--- src/rtl/ex_muldiv_if.sv ---
// rtl/ex_muldiv_if.sv - ID-to-EX multiply/divide request and HI/LO result bundle
interface ex_muldiv_if #(
  parameter int DATA_W = 32
);
  logic              start;
  logic [1:0]        op;
  logic [DATA_W-1:0] src_a;
  logic [DATA_W-1:0] src_b;
  logic              busy;
  logic              stallreq;
  logic              ready;
  logic [DATA_W-1:0] hi;
  logic [DATA_W-1:0] lo;

  modport master (
    output start, op, src_a, src_b,
    input  busy, stallreq, ready, hi, lo
  );

  modport slave (
    input  start, op, src_a, src_b,
    output busy, stallreq, ready, hi, lo
  );
endinterface

--- src/rtl/ex_muldiv.sv ---
// rtl/ex_muldiv.sv - iterative 32-step mult/multu/div/divu unit with pipeline stall request
module ex_muldiv #(
  parameter int DATA_W = 32
) (
  input  logic        clk,
  input  logic        rst,
  ex_muldiv_if.slave  bus
);
  localparam int CNT_W = $clog2(DATA_W);

  typedef enum logic [1:0] {IDLE, CALC, FIX, DONE} state_t;

  state_t              state, state_next;
  logic [CNT_W-1:0]    cnt;
  logic                op_div;
  logic                sign_q;
  logic                sign_r;
  logic [DATA_W-1:0]   opnd;
  logic [2*DATA_W-1:0] acc;
  logic                busy_q;
  logic                ready_q;
  logic [DATA_W-1:0]   hi_q;
  logic [DATA_W-1:0]   lo_q;

  logic                accept;
  logic                in_signed;
  logic                div_zero;
  logic [DATA_W-1:0]   mag_a;
  logic [DATA_W-1:0]   mag_b;
  logic [DATA_W:0]     mul_sum;
  logic [2*DATA_W-1:0] mul_next;
  logic [DATA_W:0]     div_shift;
  logic [DATA_W+1:0]   div_diff;
  logic [2*DATA_W-1:0] div_next;
  logic [2*DATA_W-1:0] prod_fix;
  logic [DATA_W-1:0]   quo_fix;
  logic [DATA_W-1:0]   rem_fix;

  always_comb begin
    accept    = bus.start && (state == IDLE || state == DONE);
    in_signed = ~bus.op[0];
    div_zero  = bus.op[1] && (bus.src_b == '0);
    mag_a     = (in_signed && bus.src_a[DATA_W-1]) ? -bus.src_a : bus.src_a;
    mag_b     = (in_signed && bus.src_b[DATA_W-1]) ? -bus.src_b : bus.src_b;
  end

  // Multiply: multiplier sits in acc's low half and is consumed LSB first.
  always_comb begin
    mul_sum  = {1'b0, acc[2*DATA_W-1:DATA_W]} + (acc[0] ? {1'b0, opnd} : '0);
    mul_next = {mul_sum, acc[DATA_W-1:1]};
  end

  // Divide: acc = {remainder, dividend/quotient}; the extra sign bit of the
  // trial difference flags that the restoring step must keep the old remainder.
  always_comb begin
    div_shift = {acc[2*DATA_W-1:DATA_W], acc[DATA_W-1]};
    div_diff  = {1'b0, div_shift} - {2'b00, opnd};
    if (div_diff[DATA_W+1])
      div_next = {div_shift[DATA_W-1:0], acc[DATA_W-2:0], 1'b0};
    else
      div_next = {div_diff[DATA_W-1:0], acc[DATA_W-2:0], 1'b1};
  end

  always_comb begin
    prod_fix = sign_q ? -acc : acc;
    quo_fix  = sign_q ? -acc[DATA_W-1:0] : acc[DATA_W-1:0];
    rem_fix  = sign_r ? -acc[2*DATA_W-1:DATA_W] : acc[2*DATA_W-1:DATA_W];
  end

  always_ff @(posedge clk) begin
    if (rst)
      state <= IDLE;
    else
      state <= state_next;
  end

  always_comb begin
    state_next = state;
    case (state)
      IDLE, DONE: begin
        if (accept)
          state_next = div_zero ? DONE : CALC;
        else
          state_next = IDLE;
      end
      CALC: begin
        if (cnt == CNT_W'(DATA_W - 1))
          state_next = FIX;
      end
      FIX:     state_next = DONE;
      default: state_next = IDLE;
    endcase
  end

  always_ff @(posedge clk) begin
    if (rst) begin
      cnt     <= '0;
      op_div  <= 1'b0;
      sign_q  <= 1'b0;
      sign_r  <= 1'b0;
      opnd    <= '0;
      acc     <= '0;
      busy_q  <= 1'b0;
      ready_q <= 1'b0;
      hi_q    <= '0;
      lo_q    <= '0;
    end else begin
      ready_q <= 1'b0;
      case (state)
        IDLE, DONE: begin
          if (accept) begin
            op_div <= bus.op[1];
            sign_q <= in_signed & (bus.src_a[DATA_W-1] ^ bus.src_b[DATA_W-1]);
            sign_r <= in_signed & bus.src_a[DATA_W-1];
            opnd   <= bus.op[1] ? mag_b : mag_a;
            acc    <= {{DATA_W{1'b0}}, (bus.op[1] ? mag_a : mag_b)};
            cnt    <= '0;
            if (div_zero) begin
              hi_q    <= bus.src_a;
              lo_q    <= '1;
              ready_q <= 1'b1;
            end else begin
              busy_q <= 1'b1;
            end
          end
        end
        CALC: begin
          acc <= op_div ? div_next : mul_next;
          cnt <= cnt + 1'b1;
        end
        FIX: begin
          if (op_div) begin
            hi_q <= rem_fix;
            lo_q <= quo_fix;
          end else begin
            hi_q <= prod_fix[2*DATA_W-1:DATA_W];
            lo_q <= prod_fix[DATA_W-1:0];
          end
          ready_q <= 1'b1;
          busy_q  <= 1'b0;
        end
        default: ;
      endcase
    end
  end

  assign bus.busy     = busy_q;
  assign bus.ready    = ready_q;
  assign bus.hi       = hi_q;
  assign bus.lo       = lo_q;
  assign bus.stallreq = (bus.start && (state == IDLE || state == DONE)) || busy_q;
endmodule

--- src/flat_wrapper.sv ---
// flat-port wrapper written by rule: the top's interface ports become plain ports
module ex_muldiv_flat 
#(
  parameter int DATA_W = 32
)
  (clk, rst, bus_start, bus_op, bus_src_a, bus_src_b, bus_busy, bus_stallreq, bus_ready, bus_hi, bus_lo);
  ex_muldiv_if #(.DATA_W(DATA_W)) bus_i ();
  input  logic clk;
  input  logic rst;
  input wire logic [$bits(bus_i.start)-1:0] bus_start;
  input wire logic [$bits(bus_i.op)-1:0] bus_op;
  input wire logic [$bits(bus_i.src_a)-1:0] bus_src_a;
  input wire logic [$bits(bus_i.src_b)-1:0] bus_src_b;
  output wire logic [$bits(bus_i.busy)-1:0] bus_busy;
  output wire logic [$bits(bus_i.stallreq)-1:0] bus_stallreq;
  output wire logic [$bits(bus_i.ready)-1:0] bus_ready;
  output wire logic [$bits(bus_i.hi)-1:0] bus_hi;
  output wire logic [$bits(bus_i.lo)-1:0] bus_lo;
  assign bus_i.start = bus_start;
  assign bus_i.op = bus_op;
  assign bus_i.src_a = bus_src_a;
  assign bus_i.src_b = bus_src_b;
  assign bus_busy = bus_i.busy;
  assign bus_stallreq = bus_i.stallreq;
  assign bus_ready = bus_i.ready;
  assign bus_hi = bus_i.hi;
  assign bus_lo = bus_i.lo;
  ex_muldiv #(.DATA_W(DATA_W)) u_core (.clk(clk), .rst(rst), .bus(bus_i));
endmodule
--- config.mk ---
export PLATFORM = sky130hd
export DESIGN_NAME = ex_muldiv_flat
export DESIGN_NICKNAME = d
export VERILOG_FILES = /design/src/rtl/ex_muldiv_if.sv /design/src/rtl/ex_muldiv.sv /design/src/flat_wrapper.sv
export SDC_FILE = /design/constraint.sdc
export NUM_CORES = 1
export LEC_CHECK = 0
export BUFFER_PORTS_ARGS = -buffer_cell sky130_fd_sc_hd__buf_2
export CAP_MARGIN = 25
export CORE_ASPECT_RATIO = 1.5
export CORE_MARGIN = 3
export CORE_UTILIZATION = 30
export DETAILED_ROUTE_END_ITERATION = 8
export MAX_ROUTING_LAYER = met4
export PLACE_DENSITY = 0.46
export SYNTH_ARGS = -nofsm -noshare
export SYNTH_HDL_FRONTEND = slang
export SYNTH_SLANG_ARGS = --single-unit
--- constraint.sdc ---
create_clock -name clk -period 8.45 [get_ports clk]
set_input_delay 0.4225 -clock clk [delete_from_list [all_inputs] [get_ports clk]]
set_output_delay 0.4225 -clock clk [all_outputs]
set_load 0.05 [all_outputs]
==> out/summary.md <==
The sequential-to-total area share from yosys stat is 0.2290, and the relative contribution of the clock network to total power is 0.168. At the later pin of the worst-skew pair, clock insertion delay measures 0.46 ns. The congestion estimate from routability-driven global placement came to 0.9091. Setup violations remaining at the end of the flow were counted as 0. Hold violation total from the final report: 0. The combinational cell fraction of total power is 0.587.

TritonCTS built the clock tree. The final cell utilization of the core came out at 0.3433. Buffers placed on the I/O ports in this run total 135. Yosys printed 0 warnings. The tools report the number of slew-limit violations in the final report as 0. At the pin with the least slew margin, the transition time is 1.032 ns. The worst setup path is of the flop to flop kind. The post-cts sizing count was 0; the number of nets with antenna violations after detailed routing was 0.

The fraction of layout cells with a size suffix above 1 is 0.1293. The post-synthesis async set-or-reset flop share is 0. Worst supply voltage drop on vdd: 0.1700 mV. The floorplan step defined a die boundary enclosing 52890 um^2.

Global routing finished with a remaining overflow of 0. Timing would allow up to 252.5 MHz. The cell sitting at the root of the clock tree is a sky130_fd_sc_hd__clkbuf_16. The starting utilization of the core area was 0.3065. The H-tree was split into 4 levels. The logs give 1 for the initial antenna violation count and 15274 for the number of global-route vias before repair. Across the run, the number of max-cap violations was 0.

The worst register-to-register path ends at u_core.acc[62]$_SDFFE_PP0P_. The delay contributed by the slowest stage of the critical path works out to 0.69 ns. For the required time at the worst-slack endpoint, the log shows 8.83 ns.

The logs give 64670 um for the post-detailed-routing wire length and 136 for the total I/O pin count. The synthesis-to-finish area growth is 11.99%. The final instance area is 16840 um^2, and the first-pass iteration count of the detailed router is 5. The overall fraction of global-route tracks in use is 0.2443, and the leakage component of the power is 0.006606 uW. The power density over cell area is 308.3 nW/um^2, and the buffer levels on the longest clock path is 2.

The height of the chip was 280.2 um. Detailed placement finished with a half-perimeter wire length of 50900 um. Final worst-path cycle share: 0.4687. The signal on the critical path passes through inv_1 -> buf_4 -> nor2_1 -> ha_1 -> a21oi_1 -> or2_2 -> a311oi_1 -> o211ai_1 -> a211oi_1 -> a311oi_1 -> xor2_1 -> a311oi_1. The number of nets produced by synthesis is 2172. The number of flops mapped to enable cells by yosys was 0; the via density per instance was 5.653. The tools report the type of origin of the critical path as a flop. Once the clock tree was built, the setup fixing pass inserted 0 buffers. The run gives 15478 as the via count of the routed design. After detailed routing, the average wire length per cell comes to 23.62 um. The cell repeated most along the worst path is sky130_fd_sc_hd__a311oi_1. At the worst endpoint, the arrival time is 4.34 ns.

Each instance of the synthesized netlist takes up on average 7.410 um^2. The number of clock buffers inserted by TritonCTS is 17, and the logic depth of the worst setup path including buffers is 12. The share of the synthesized area in the top cell type was 0.2290; the share of total power consumed by net switching was 0.5279. The final worst clock skew is 0.01584 ns. The placed instance area is 16200 um^2.

The biggest area contributor in the post-synthesis netlist is sky130_fd_sc_hd__dfxtp_1. The logic depth of the worst register-to-register path works out to 12. The number of buffers and inverters on the critical path is 2. The post-CTS clock slew at the launch and capture registers of the worst setup and hold paths was 0.08 ns. The first global-routing pass estimated 95700 um of wire. The reg-to-reg setup timing slack came out at 4.49 ns. In this run the standard cell core region covers 49050 um^2. The completed layout was analyzed and its total power is 5192 uW. The floorplan has 99 rows. The worst slew margin relative to its limit is 0.3118. In this run the worst setup path terminates at u_core.acc[62]$_SDFFE_PP0P_. The number of instances in the synthesized netlist is 2029.

The most used flip-flop cell after synthesis is sky130_fd_sc_hd__dfxtp_1. The most common cell after layout, fill and taps aside was sky130_fd_sc_hd__nor2_1. The total of hold buffers inserted after clock tree synthesis is 0.

In this run the worst setup path begins at u_core.acc[0]$_SDFFE_PP0P_. The run finished with clean final reports. The internal power component is 2451 uW, and the sum of negative setup slack is 0 ns.

The layout has 5364 filler cells. The logs give 2741 uW for the switching component of the power and 2211 for the final-stage net count. After detailed routing, the number of remaining DRC violations is 0. The worst hold path belongs to the class input port to flop. The largest net degree at the start of global routing was 87.

Sorting the synthesized cells by area gives the leading types as sky130_fd_sc_hd__dfxtp_1, sky130_fd_sc_hd__nor2_1, sky130_fd_sc_hd__ha_1. Broken down by cell family, the worst path's largest delay share belongs to compound AO/OA/AOI/OAI gates. Counting flops and latches in the post-synthesis netlist gives 172. Summing every instance area after synthesis gives 15030 um^2.

The detailed router finished its first iteration with 1034 violations. The endpoint kind of the worst setup timing path was a flop. The run gives 86 as the unique cell type count in the Yosys netlist.

The time the final worst path needs with I/O delays and setup is 3.960 ns. The largest individual stage delay along the critical path comes from the cell sky130_fd_sc_hd__a211oi_1. The die is 188.8 um wide.

Leaving out fill and tap cells, the most frequent cells in the layout are sky130_fd_sc_hd__nor2_1, sky130_fd_sc_hd__dfxtp_1, sky130_fd_sc_hd__nand2_1. In this run the worst path has a maximum fanout of 30. Setup repair after global routing left no endpoint under its margin. For the number of clock sinks, the log shows 172. The launching point of the worst reg2reg path was u_core.acc[0]$_SDFFE_PP0P_. Sequential power share: 0.245.
==> metal layers <==
metal / vias up / wire, um / global-route usage
li1: 7508 / - / -
met4: 0 / 3876 / 0.1332
met3: 132 / 1765 / 0.02200
met5: - / 0 / -
met1: 7426 / 24250 / 0.2489
met2: 412 / 34780 / 0.4590
==> worst register-to-register path, delay by kind of cell, from the launching register on <==
family / cells / cell delay [ns]
compound gates: 6 / 2.02
buf+inv: 2 / 0.53
fa+ha+maj: 1 / 0.40
simple gates: 2 / 0.37
flops: 1 / 0.36
xor+xnor: 1 / 0.19
==> logic make-up after synthesis <==
| family | Yosys count | synth area share |
|---|---|---|
| buf+inv | 212 | 0.05642 |
| flops | 172 | 0.2290 |
| simple gates | 682 | 0.2128 |
| xor+xnor | 163 | 0.09496 |
| mux | 76 | 0.05318 |
| fa+ha+maj | 74 | 0.06258 |
| compound gates | 650 | 0.2910 |
==> metrics by stage <==
stage	hold slack, ns	setup slack [ns]	cells
detailed placement	0.4451	4.448	2704
finish	0.3054	4.490	2738
global placement	0.4421	4.512	2702
global route	0.3091	4.312	2738
floorplan	0.4319	5.475	2029
CTS	0.2792	4.547	2736
==> flip-flops by register name, summed over array words and instances, names as in the netlist <==
register          count
u_core.sign_r         1
u_core.bus.ready      1
u_core.bus.lo        32
u_core.opnd          32
u_core.state          2
u_core.acc           64
u_core.op_div         1
u_core.bus.hi        32
u_core.sign_q         1
u_core.bus.busy       1
u_core.cnt            5
==> power groups by stage <==
| stage | Clock, uW | Combinational [uW] | Sequential, uW |
|---|---|---|---|
| after floorplan | 0 | 1850 | 1620 |
| after global placement | 0 | 3020 | 1280 |
| after detailed placement | 0 | 3030 | 1290 |
| after CTS | 893 | 3040 | 1270 |
| after global routing | 918 | 3290 | 1300 |
| final | 872 | 3050 | 1270 |
==> cell type report <==
type,count,area (um^2),share of cell area
clock inverter,15,192.7,0.01144
multi-input combinational,1645,10770,0.6397
clock buffer,17,425.4,0.02527
inverter,69,259.0,0.01538
sequential,172,3445,0.2046
antenna,1,2.502,0.0001486
tap,656,820.8,0.04875
timing repair buffer,163,920.9,0.05469
==> how the worst min path moves through the flow <==
| stage | from | endpoint | slack (ns) | depth (start not counted) |
|---|---|---|---|---|
| finish | bus_src_a[1] | u_core.bus.hi[1]$_SDFFE_PP0P_ | 0.31 | 3 |
| global placement | u_core.opnd[25]$_SDFFE_PP0P_ | u_core.opnd[25]$_SDFFE_PP0P_ | 0.44 | 2 |
| detailed placement | u_core.opnd[10]$_SDFFE_PP0P_ | u_core.opnd[10]$_SDFFE_PP0P_ | 0.45 | 2 |
| global route | bus_src_a[1] | u_core.bus.hi[1]$_SDFFE_PP0P_ | 0.31 | 3 |
| CTS | bus_src_a[1] | u_core.bus.hi[1]$_SDFFE_PP0P_ | 0.28 | 3 |
| floorplan | u_core.opnd[25]$_SDFFE_PP0P_ | u_core.opnd[25]$_SDFFE_PP0P_ | 0.43 | 2 |
==> synth_stat cells (13+ instances only) <==
library cell and n:
sky130_fd_sc_hd__a211o_1 18, sky130_fd_sc_hd__a211oi_1 75, sky130_fd_sc_hd__a21o_1 31, sky130_fd_sc_hd__a21oi_1 162, sky130_fd_sc_hd__a311oi_1 41, sky130_fd_sc_hd__a31oi_1 32
sky130_fd_sc_hd__and2_1 16, sky130_fd_sc_hd__and3_1 14, sky130_fd_sc_hd__clkbuf_1 113, sky130_fd_sc_hd__dfxtp_1 172, sky130_fd_sc_hd__ha_1 72, sky130_fd_sc_hd__inv_1 68
sky130_fd_sc_hd__mux2_2 31, sky130_fd_sc_hd__mux2i_1 45, sky130_fd_sc_hd__nand2_1 165, sky130_fd_sc_hd__nand2b_1 26, sky130_fd_sc_hd__nand3_1 32, sky130_fd_sc_hd__nand4_1 13
sky130_fd_sc_hd__nor2_1 259, sky130_fd_sc_hd__nor2b_1 15, sky130_fd_sc_hd__nor3_1 59, sky130_fd_sc_hd__nor4_1 18, sky130_fd_sc_hd__o211ai_1 27, sky130_fd_sc_hd__o21a_1 19
sky130_fd_sc_hd__o21ai_0 109, sky130_fd_sc_hd__o31ai_1 24, sky130_fd_sc_hd__or3_1 13, sky130_fd_sc_hd__xnor2_1 99, sky130_fd_sc_hd__xor2_1 64
Power figures use the tool's default switching activity.
